--- config.mk ---
export PLATFORM = sky130hd
export DESIGN_NAME = cache_controller
export DESIGN_NICKNAME = d
export VERILOG_FILES = /design/src/rtl/cache_controller.sv
export SDC_FILE = /design/constraint.sdc
export NUM_CORES = 1
export LEC_CHECK = 0
export BUFFER_PORTS_ARGS = -buffer_cell sky130_fd_sc_hd__buf_4
export CORE_ASPECT_RATIO = 1.75
export CORE_MARGIN = 1
export CORE_UTILIZATION = 55
export CTS_CLUSTER_DIAMETER = 150
export DETAILED_ROUTE_END_ITERATION = 10
export PLACE_DENSITY = 0.8
export SLEW_MARGIN = 20
export SYNTH_ARGS = -nofsm -noshare
export SYNTH_HDL_FRONTEND = slang
export SYNTH_SLANG_ARGS = --single-unit
--- constraint.sdc ---
create_clock -name CLK -period 4.4 [get_ports CLK]
set_input_delay 0.22 -clock CLK [delete_from_list [all_inputs] [get_ports CLK]]
set_output_delay 0.22 -clock CLK [all_outputs]
set_load 0.03 [all_outputs]
--- src/rtl/cache_controller.sv ---
// Control FSM for a direct-mapped, 4-word-block, write-through / no-write-allocate data cache.
// Sequences main-memory refills and write-throughs, stalls the processor, and keeps saturating hit/miss counts.
module cache_controller #(
  parameter int CNT_WIDTH = 16
) (
  input  logic                 CLK,
  input  logic                 rst,
  input  logic                 Mem_Rd,
  input  logic                 Mem_Wr,
  input  logic                 Miss,
  input  logic                 MM_Ready,
  output logic                 Stall,
  output logic                 block_wr,
  output logic                 MM_Rd,
  output logic                 MM_Wr,
  output logic [CNT_WIDTH-1:0] hit_count,
  output logic [CNT_WIDTH-1:0] miss_count
);

  typedef enum logic [1:0] {IDLE, RD_REQ, FILL, WR_REQ} state_t;

  state_t state, state_nxt;
  logic   miss_pending;
  logic   rd_hit, rd_miss;

  // NOTE: every output is given a default before the case so no path leaves one unassigned (no latches).
  always_comb begin
    state_nxt = state;
    Stall     = 1'b0;
    block_wr  = 1'b0;
    MM_Rd     = 1'b0;
    MM_Wr     = 1'b0;
    rd_hit    = 1'b0;
    rd_miss   = 1'b0;
    unique case (state)
      IDLE: begin
        if (Mem_Wr) begin
          Stall     = 1'b1;
          state_nxt = WR_REQ;
        end else if (Mem_Rd) begin
          if (Miss) begin
            Stall     = 1'b1;
            rd_miss   = 1'b1;
            state_nxt = RD_REQ;
          end else begin
            rd_hit = 1'b1;
          end
        end
      end
      RD_REQ: begin
        MM_Rd = 1'b1;
        Stall = 1'b1;
        if (MM_Ready) state_nxt = FILL;
      end
      FILL: begin
        block_wr  = 1'b1;
        Stall     = 1'b1;
        state_nxt = IDLE;
      end
      WR_REQ: begin
        MM_Wr = 1'b1;
        Stall = !MM_Ready;
        if (MM_Ready) state_nxt = IDLE;
      end
      default: state_nxt = IDLE;
    endcase
    // Reset overrides everything, so nothing is requested or stalled while it is held.
    if (rst) begin
      Stall    = 1'b0;
      block_wr = 1'b0;
      MM_Rd    = 1'b0;
      MM_Wr    = 1'b0;
      rd_hit   = 1'b0;
      rd_miss  = 1'b0;
    end
  end

  // NOTE: sequential state uses non-blocking assignments so all registers update from pre-edge values.
  always_ff @(posedge CLK) begin
    if (rst) begin
      state        <= IDLE;
      miss_pending <= 1'b0;
      hit_count    <= '0;
      miss_count   <= '0;
    end else begin
      state <= state_nxt;
      if (state == FILL) miss_pending <= 1'b1;
      else if (rd_hit)   miss_pending <= 1'b0;
      // The read that completes right after a refill is the tail of a miss, not a hit.
      if (rd_hit && !miss_pending && hit_count != '1) hit_count <= hit_count + 1'b1;
      if (rd_miss && miss_count != '1) miss_count <= miss_count + 1'b1;
    end
  end

endmodule
Word level (Yosys, flattened, before mapping) --
Index checks and enable logic that the tools add are counted.
Storage, ports and cells: input port bits 6, logic and storage cells 51, flip-flop bits (word level) 35
Cells by class: multiplexer cells 27, reduce and logical (&&, ||, !) cells 9, equality and inequality tests 9, add/subtract/negate cells 2
Operator list (count):
- adder 16 x 1 -> 16 bit, second input constant | 2
- inequality test 16 bit, second input constant | 2
- two-way mux 1 bit | 20
- two-way mux 2 bit | 5
- case mux 2 bit (4 select lines) | 1
- inequality test 3 bit, second input constant | 2
- == test 2 bit, second input constant | 2
- inequality test 2 bit, second input constant | 2
- AND reduction 4 bit | 1
- logical AND 1 bit | 3
- case mux 1 bit (3 select lines) | 1
- == test 2 x 1 -> 1 bit, second input constant | 1
- logical NOT 1 bit | 2
- logical NOT 2 bit | 1
- nonzero test 2 bit | 1
- OR reduction 2 bit | 1

Logic depth before layout (Yosys ltp) --
Gate-level depths: netlist of run 1.
depth after elaboration 7, gate-level depth with buffers 8, mapped depth without buffers 6

Worst setup path after synthesis of run 1 --
No wires, ideal clock.
kind flip-flop to flip-flop, from reg miss_count[0], to reg miss_count[14], arrival 1.979 ns, path slack 2.351 ns, period minus slack after synthesis 2.049 ns, stages on the path, launching flop included 6, required time 4.330 ns, setup time 0.070 ns, buffers on the path 0, cells stage by stage dfxtp_1 ha_1 nand3_1 or4_1 or4_1 a21oi_1
On the way: longest elaborated chain between the ends 2
Ends and longest elaborated chain:
- start: declaration | RTL line 17 | output logic [CNT_WIDTH-1:0] miss_count
- start signal: assignment | RTL line 91 | if (rd_miss && miss_count != '1) miss_count <= miss_count + 1'b1;
- parallel branches: the longest is 2 deep, another holds adder 16 x 1 -> 16 bit
Several ways; the timed one is not identified. A chain may end at the register's enable or synchronous reset.

Worst setup path in the final report of run 1 --
from reg state[1], to reg hit_count[13]
On the way: longest elaborated chain between the ends 5
Ends and longest elaborated chain:
- start: declaration | RTL line 22 | state_t state, state_nxt;
- start signal: assignment | RTL line 86 | state <= state_nxt;
- logical NOT 2 bit | RTL line 35 | unique case (state)
- two-way mux 1 bit | RTL line 35
- two-way mux 1 bit | RTL line 68 | if (rst) begin
- logical AND 1 bit (2 in series) | RTL line 90 | if (rd_hit && !miss_pending && hit_count != '1) hit_count <= hit_count + 1'b1;
- end signal: assignment | RTL line 90
- end: declaration | RTL line 16 | output logic [CNT_WIDTH-1:0] hit_count,
Every way passes these cells.

==> reports/metrics.yaml, run 1 <==
outcome: "finished, final reports clean"
cts_tree: "yes"
worst_setup_path_end_kind: "flip-flop"
cp_top_family: "simple AND/OR/NAND/NOR gates"
holdCritPathClass: "input pin to flip-flop"
grt_start_max_net_pins: 45
placement.setup.worst_slack_ps: 2190
path_class: "flip-flop to flip-flop"
wire_length_of_the_first_global_routing_pass_um: 7850
worstSetupStartpoint: "state[1]"
syn_inst: 232
die_h_um: 80.8
postCtsSetupBuffers: 0
max-slew-margin-rel: 0.379
timing.max_cap.violations: 0
place.port_buffers: 41
setup_tns_ps: 0
worst-path-buf-inv: 1
final_hold_viols: 0
cell_count_after_placement: 310
remaining_drc_errors: 0
synth.distinct_cells: 38
synth_edf_count: 0
finish.utilization: 0.709
synth_async_sr_flop_share: 0
gr-usage-all-layers: 0.285
cp-start-kind: "flip-flop"
synth_sequential_area_ratio: 0.359
synth_area_sq_mm: 0.00195
clk_root_buffer_cell: "sky130_fd_sc_hd__clkbuf_8"
cts_inserted_buffers: 5
layout_setup_ws_ps: 2170
worst_reg2reg_path_startpoint: "state[1]"
synth_fp_nets: 245
setup_viol: 0
layoutNonFillerInstCount: 318
wire_per_inst_um: 15.1
clock_skew_ps: 7.14
timing_max_transition_violations_final: 0
fmax_ghz: 0.449
htree_depth: 2
replace_congestion: 0.841
syn-mean-instance-area_sq_um: 8.41
finalNetCount: 285
start_util: 0.574
cp_data_arrival_time_ps: 2450
syn2layout_area_growth_pct: 23.5
compound_gate_portion_of_the_synthesized_area: 0.187
timing.critical_path.required_ps: 4620
drt_pass1_iterations: 5
min_period_over_period: 0.507
worst_path_max_delay_cell: "sky130_fd_sc_hd__or4_1"
worst_r2r_path_depth: 6
finalWirelength_um: 4810
grt.overflow.total: 0
design.core.area_sq_mm: 0.00340
crit_cells: 6
p_leak_nw: 0.872
number_of_hold_repair_buffers_added_at_the_cts_stage: 0
initial_antenna_violation_count: 0
worst_path_largest_cell_delay_ps: 680
rrSetupSlack_ps: 2170
setup.worst_path.end: "hit_count[13]"
power.ir.vdd_worst_v: 0.000349
die_width_um: 47.0
timing.rr.end: "hit_count[13]"
grt_setup_unrepaired: "false"
fin_crit_ps: 2230
cts_resized: 0
layout-drive-gt1-share: 0.187
critical_path.most_common_cell: "sky130_fd_sc_hd__or4_1"
yosys_most_used_dff: "sky130_fd_sc_hd__dfxtp_1"
detailed_place_hpwl_um: 3390
cts.sinks: 35
synth_top_family_by_area: "simple AND/OR/NAND/NOR gates"
worst_slew_pin_slew_ps: 924
post_drt_via_cell_ratio: 6.34
cts.clk_slew.worst_paths_ps: 70
grt_pass1_vias: 1794
layout_commonest_cell: "sky130_fd_sc_hd__buf_4"
synthesis.yosys.warnings: 0
synth.mux.area_fraction: 0.0333
mostFrequentLayoutCells: "sky130_fd_sc_hd__buf_4 (43), sky130_fd_sc_hd__dfxtp_1 (35), sky130_fd_sc_hd__a21oi_1 (23)"
detailedRoute.firstIterationViolations: 80
max-clock-path-buffers: 2
worst_skew_pair.late_latency_ps: 290
vias_after_detailed_routing: 2017
fp.dieArea_sq_mm: 0.00380
antenna_violating_nets_post_route: 0
antenna_cells: 0
yosys.area_share.xor_xnor: 0
yosys_register_bits: 35
maximum_fanout_encountered_on_the_critical_timing_path: 10
rows: 28
pwr_density_cell_mw_per_mm2: 336
ports: 42
crit_chain: "inv_1 -> ha_1 -> nand4bb_1 -> or4_1 -> or4_1 -> a21oi_1"
synth_fa_ha_area_frac: 0.0449
synthSimpleGateAreaFrac: 0.343
## cell type report
type	count	area, sq um
repair buffers	43	323
inverters	7	26.3
multi-input cells	180	1190
clock inverters	2	35.0
fillers	287	988
well taps	45	56.3
clock buffers	6	82.6
flip-flops and latches	35	701
## cells by family (layout without fill, tap and decap cells)
group	after synthesis	after routing
simple gates	110	110
compound gates	57	57
flops	35	35
buf+inv	17	58
fa+ha+maj	7	7
mux	6	6
## worst min-delay path by stage
| stage | from | to | slack, ps | depth (start not counted) |
|---|---|---|---|---|
| 2_1_floorplan | rst | hit_count[10] | 440 | 2 |
| 3_3_place_gp | miss_pending | miss_pending | 470 | 2 |
| 3_5_place_dp | miss_pending | miss_pending | 490 | 2 |
| 4_1_cts | rst | state[0] | 350 | 2 |
| 5_1_grt | rst | miss_count[9] | 380 | 2 |
| 6_report | rst | state[0] | 350 | 2 |
## through the flow
| stage | total power [W] | cell area [sq um] | hold slack (ps) |
|---|---|---|---|
| 6_report | 0.000809 | 2410 | 353 |
| 5_1_grt | 0.000846 | 2410 | 375 |
| 4_1_cts | 0.000814 | 2410 | 347 |
| 3_5_place_dp | 0.000515 | 2290 | 491 |
| 3_3_place_gp | 0.000510 | 2290 | 471 |
| 2_1_floorplan | 0.000469 | 1950 | 437 |
## flip-flops by register name (all words and copies together) (netlist names)
signal and count:
hit_count 16, miss_count 16, state 2, miss_pending 1
## report_power, final
group	switching, W	total, W	leakage, nW	internal [W]
sequential	0.0000120	0.000343	0.283	0.000331
clock	0.000118	0.000302	0.0612	0.000183
combinational	0.0000979	0.000165	0.528	0.0000670
total	0.000228	0.000809	0.872	0.000581
## per-layer routing
layer / up-vias / GRT usage / wire [um]
li1: 983 / - / -
met1: 964 / 0.309 / 1900
met2: 54 / 0.486 / 2630
met3: 16 / 0.0733 / 151
met4: 0 / 0.143 / 126
met5: - / 0 / 0
## cells in the mapped netlist (2+ instances only)
cell type | count | area, sq um
sky130_fd_sc_hd__o31ai_1 | 14 | 105
sky130_fd_sc_hd__nand4_1 | 10 | 62.6
sky130_fd_sc_hd__inv_1 | 7 | 26.3
sky130_fd_sc_hd__nand2b_1 | 2 | 12.5
sky130_fd_sc_hd__a21oi_1 | 23 | 115
sky130_fd_sc_hd__nor4_1 | 6 | 37.5
sky130_fd_sc_hd__ha_1 | 7 | 87.6
sky130_fd_sc_hd__or3_1 | 7 | 43.8
sky130_fd_sc_hd__mux2_1 | 4 | 45.0
sky130_fd_sc_hd__mux2i_1 | 2 | 20.0
sky130_fd_sc_hd__nand2_1 | 13 | 48.8
sky130_fd_sc_hd__clkbuf_1 | 9 | 33.8
sky130_fd_sc_hd__o311ai_1 | 3 | 26.3
sky130_fd_sc_hd__or2_1 | 4 | 25.0
sky130_fd_sc_hd__nor4b_1 | 2 | 17.5
sky130_fd_sc_hd__and3_1 | 3 | 18.8
sky130_fd_sc_hd__and2b_1 | 2 | 15.0
sky130_fd_sc_hd__and4b_1 | 2 | 20.0
sky130_fd_sc_hd__dfxtp_1 | 35 | 701
sky130_fd_sc_hd__and4_1 | 5 | 43.8
sky130_fd_sc_hd__nand3_1 | 11 | 55.1
sky130_fd_sc_hd__nor2_1 | 10 | 37.5
sky130_fd_sc_hd__a211oi_1 | 3 | 22.5
sky130_fd_sc_hd__nor3_1 | 5 | 25.0
sky130_fd_sc_hd__o21ai_0 | 6 | 30.0
sky130_fd_sc_hd__nor2b_1 | 6 | 37.5
sky130_fd_sc_hd__or4_1 | 15 | 113
sky130_fd_sc_hd__and2_1 | 3 | 18.8
sky130_fd_sc_hd__o41ai_1 | 4 | 35.0
Note: power is estimated with default switching activity, not from simulation.
==> run 2: changes to the inputs <==
ABC_AREA = 1   (was default)
CORE_UTILIZATION = 50   (was 55)
PLACE_DENSITY = 0.76   (was 0.8)
clock period = 2.01 ns   (was 4.4 ns; I/O delays follow)
==> run 2 against run 1 <==
Area after synthesis increased by 13%. Non-clock buffer count stayed put. Die area up 24%.
==> reports/metrics.yaml, run 2 <==
clk_root_buffer_cell: "sky130_fd_sc_hd__clkbuf_8"
die_h_um: 89.9  # +11%
remaining_drc_errors: 0  # unchanged
yosysTopAreaCellShare: 0.317  # -0.0415
layout-drive-gt1-share: 0.147  # -0.0401
detailed_place_hpwl_um: 3990  # +18%
holdCritPathClass: "input pin to flip-flop"
cts.sinks: 35  # unchanged
yosys_most_used_dff: "sky130_fd_sc_hd__dfxtp_1"
synth.distinct_cells: 25  # -34%
start_point_of_the_worst_min_delay_path: "rst"
fin_crit_ps: 1770  # -456 ps
rrSetupSlack_ps: 240  # -1930 ps
synth_async_sr_flop_share: 0  # unchanged
wire_length_of_the_first_global_routing_pass_um: 8800  # +12%
worst_skew_pair.late_latency_ps: 290  # about the same
timing.critical_path.required_ps: 2230  # -2390 ps
gr-usage-all-layers: 0.241  # -0.0437
timing.rr.end: "miss_count[8]"
design.core.area_sq_mm: 0.00419  # +23%
path_class: "flip-flop to flip-flop"
finalWirelength_um: 5330  # +11%
synth_sequential_area_ratio: 0.317  # -0.0415
initial_antenna_violation_count: 0  # unchanged
fillerInstances: 413  # +44%
grt.overflow.total: 0  # unchanged
global_route.usage.met2: 0.454  # -0.0321
grt_start_max_net_pins: 35  # -22%
replace_congestion: 0.870  # +3.4%
finalNetCount: 421  # +48%
top_usage_layer: "met2"
cts_inserted_buffers: 5  # unchanged
ports: 42  # unchanged
clock_skew_ps: 10.1  # +2.95 ps
min_period_over_period: 0.882  # +0.375
antenna_cells: 0  # unchanged
setup_tns_ps: 0  # unchanged
max-clock-path-buffers: 2  # unchanged
syn2layout_area_growth_pct: 20.9
p_leak_nw: 1.29  # +48%
placement.setup.worst_slack_ps: 189  # -2000 ps
worst_reg2reg_path_startpoint: "state[0]"
synth_edf_count: 0  # unchanged
power_total_w: 0.00197  # +140%
whs_path_depth: 2  # unchanged
antenna_violating_nets_post_route: 0  # unchanged
cell_with_the_most_instances_after_synthesis: "sky130_fd_sc_hd__nand2_1"
synth_top_area_cell: "sky130_fd_sc_hd__dfxtp_1"
fp.dieArea_sq_mm: 0.00469  # +24%
cts.clk_slew.worst_paths_ps: 80  # about the same
grt_pass1_vias: 2085  # +16%
mostFrequentLayoutCells: "sky130_fd_sc_hd__nand2_1 (104), sky130_fd_sc_hd__nor2_1 (81), sky130_fd_sc_hd__inv_1 (46)"
layout_commonest_cell: "sky130_fd_sc_hd__nand2_1"
worst_setup_path_end_kind: "flip-flop"
cp-start-kind: "flip-flop"
syn_inst: 364  # +57%
timing_max_transition_violations_final: 0  # unchanged
synth_fp_nets: 377  # +54%
max-slew-margin-rel: 0.706  # +0.327
fmax_ghz: 0.564  # +26%
htree_depth: 2  # unchanged
layout_setup_ws_ps: 238  # -1930 ps
final_hold_viols: 0  # unchanged
pwr_density_cell_mw_per_mm2: 739  # +120%
setup_viol: 0  # unchanged
post_drt_via_cell_ratio: 5.07  # -20%
drt_pass1_iterations: 4  # -1
worstHoldEndpoint: "miss_count[5]"
grt_setup_unrepaired: "false"
die_width_um: 52.2  # +11%
rows: 31  # +11%
post_synth_main_area_contributors: "sky130_fd_sc_hd__dfxtp_1 (32%), sky130_fd_sc_hd__nand2_1 (18%), sky130_fd_sc_hd__nor2_1 (14%)"
worst_hold_check_slack_ps: 53.6  # -299 ps
detailedRoute.firstIterationViolations: 57  # -29%
worst_slew_pin_slew_ps: 439  # -485 ps
globalRouteMet3Util: 0.0423  # -0.0310
worst_r2r_path_depth: 10  # +4
place.port_buffers: 41  # unchanged
synthesis.yosys.warnings: 0  # unchanged
start_util: 0.527  # -0.0475
wire_per_inst_um: 11.6  # -23%
maximum_fanout_encountered_on_the_critical_timing_path: 5  # -5
synth_area_sq_mm: 0.00221  # +13%
synth_common_cells: "sky130_fd_sc_hd__nand2_1 (104), sky130_fd_sc_hd__nor2_1 (83), sky130_fd_sc_hd__inv_1 (46), sky130_fd_sc_hd__dfxtp_1 (35), sky130_fd_sc_hd__nand3_1 (25)"
gr-usage-met1: 0.239  # -0.0697
outcome: "finished, final reports clean"
power.ir.vdd_worst_v: 0.000632  # +81%
cts_tree: "yes"
yosys_register_bits: 35  # unchanged
vias_after_detailed_routing: 2324  # +15%
cp_data_arrival_time_ps: 2000  # -450 ps
layout_top_registers: "hit_count (16), miss_count (16), state (2)"
timing.max_cap.violations: 0  # unchanged
syn-mean-instance-area_sq_um: 6.06  # -28%
run 2: per-stage QoR:
step / area [sq um] / cells / util
global route: 2670 / 458 / 0.637
CTS: 2660 / 458 / 0.636
global placement: 2540 / 450 / 0.608
floorplan: 2210 / 364 / -
detailed placement: 2540 / 450 / 0.608
finish: 2670 / 458 / 0.637
run 2: kinds of logic (layout without fill, tap and decap cells):
group / count (synthesis) / count (layout) / share of synthesized area
flip-flops: 35 / 35 / 0.317
AND/OR/NAND/NOR: 226 / 226 / 0.428
AO/OA/AOI/OAI: 36 / 36 / 0.0839
adder cells (fa/ha/maj): 7 / 7 / 0.0397
XOR/XNOR: 7 / 7 / 0.0278
buffers and inverters: 53 / 98 / 0.103
run 2: critical path, cell delays in order, from the launching register on:
cell	delay [ps]
sky130_fd_sc_hd__dfxtp_1	330
sky130_fd_sc_hd__inv_1	120
sky130_fd_sc_hd__ha_1	240
sky130_fd_sc_hd__inv_1	80
sky130_fd_sc_hd__nor2_1	90
sky130_fd_sc_hd__nand3_1	220
sky130_fd_sc_hd__nor2_2	260
sky130_fd_sc_hd__nand3_1	170
sky130_fd_sc_hd__nand2_1	90
sky130_fd_sc_hd__nand2_1	50
sky130_fd_sc_hd__nor2_1	80
run 2: cell type report:
type                            count  area (sq um)  area share
Clock buffer                        6          82.6      0.0310
Clock inverter                      2          35.0      0.0131
Inverter                           47           181      0.0680
Multi-Input combinational cell    276          1280       0.481
Sequential cell                    35           701       0.263
Tap cell                           49          61.3      0.0230
Timing Repair Buffer               43           323       0.121
run 2: how the worst max path moves through the flow:
stage	slack (ps)	start	depth (start not counted)	end
3_5_place_dp	190	state[0]	9	miss_count[8]
5_1_grt	40	state[0]	10	miss_count[8]
2_1_floorplan	300	hit_count[0]	11	hit_count[10]
4_1_cts	180	state[0]	10	miss_count[8]
3_3_place_gp	240	state[0]	9	miss_count[8]
6_report	240	state[0]	10	miss_count[8]
run 2: repair_timing:
action	4_1_cts	5_1_grt
hold buffers	0	0
buffers inserted	0	0
endpoints found under the setup margin	0	1
resized for setup	0	2
run 2: power breakdown:
part	internal (W)	switching, W	total, W
clock	0.000402	0.000274	0.000676
sequential	0.000744	0.0000533	0.000797
combinational	0.000178	0.000321	0.000499
run 2: layer usage:
layer | vias up | routed length, um
met5 | - | 0
met4 | 0 | 199
met3 | 19 | 173
met2 | 51 | 2900
met1 | 1035 | 2060
li1 | 1219 | -
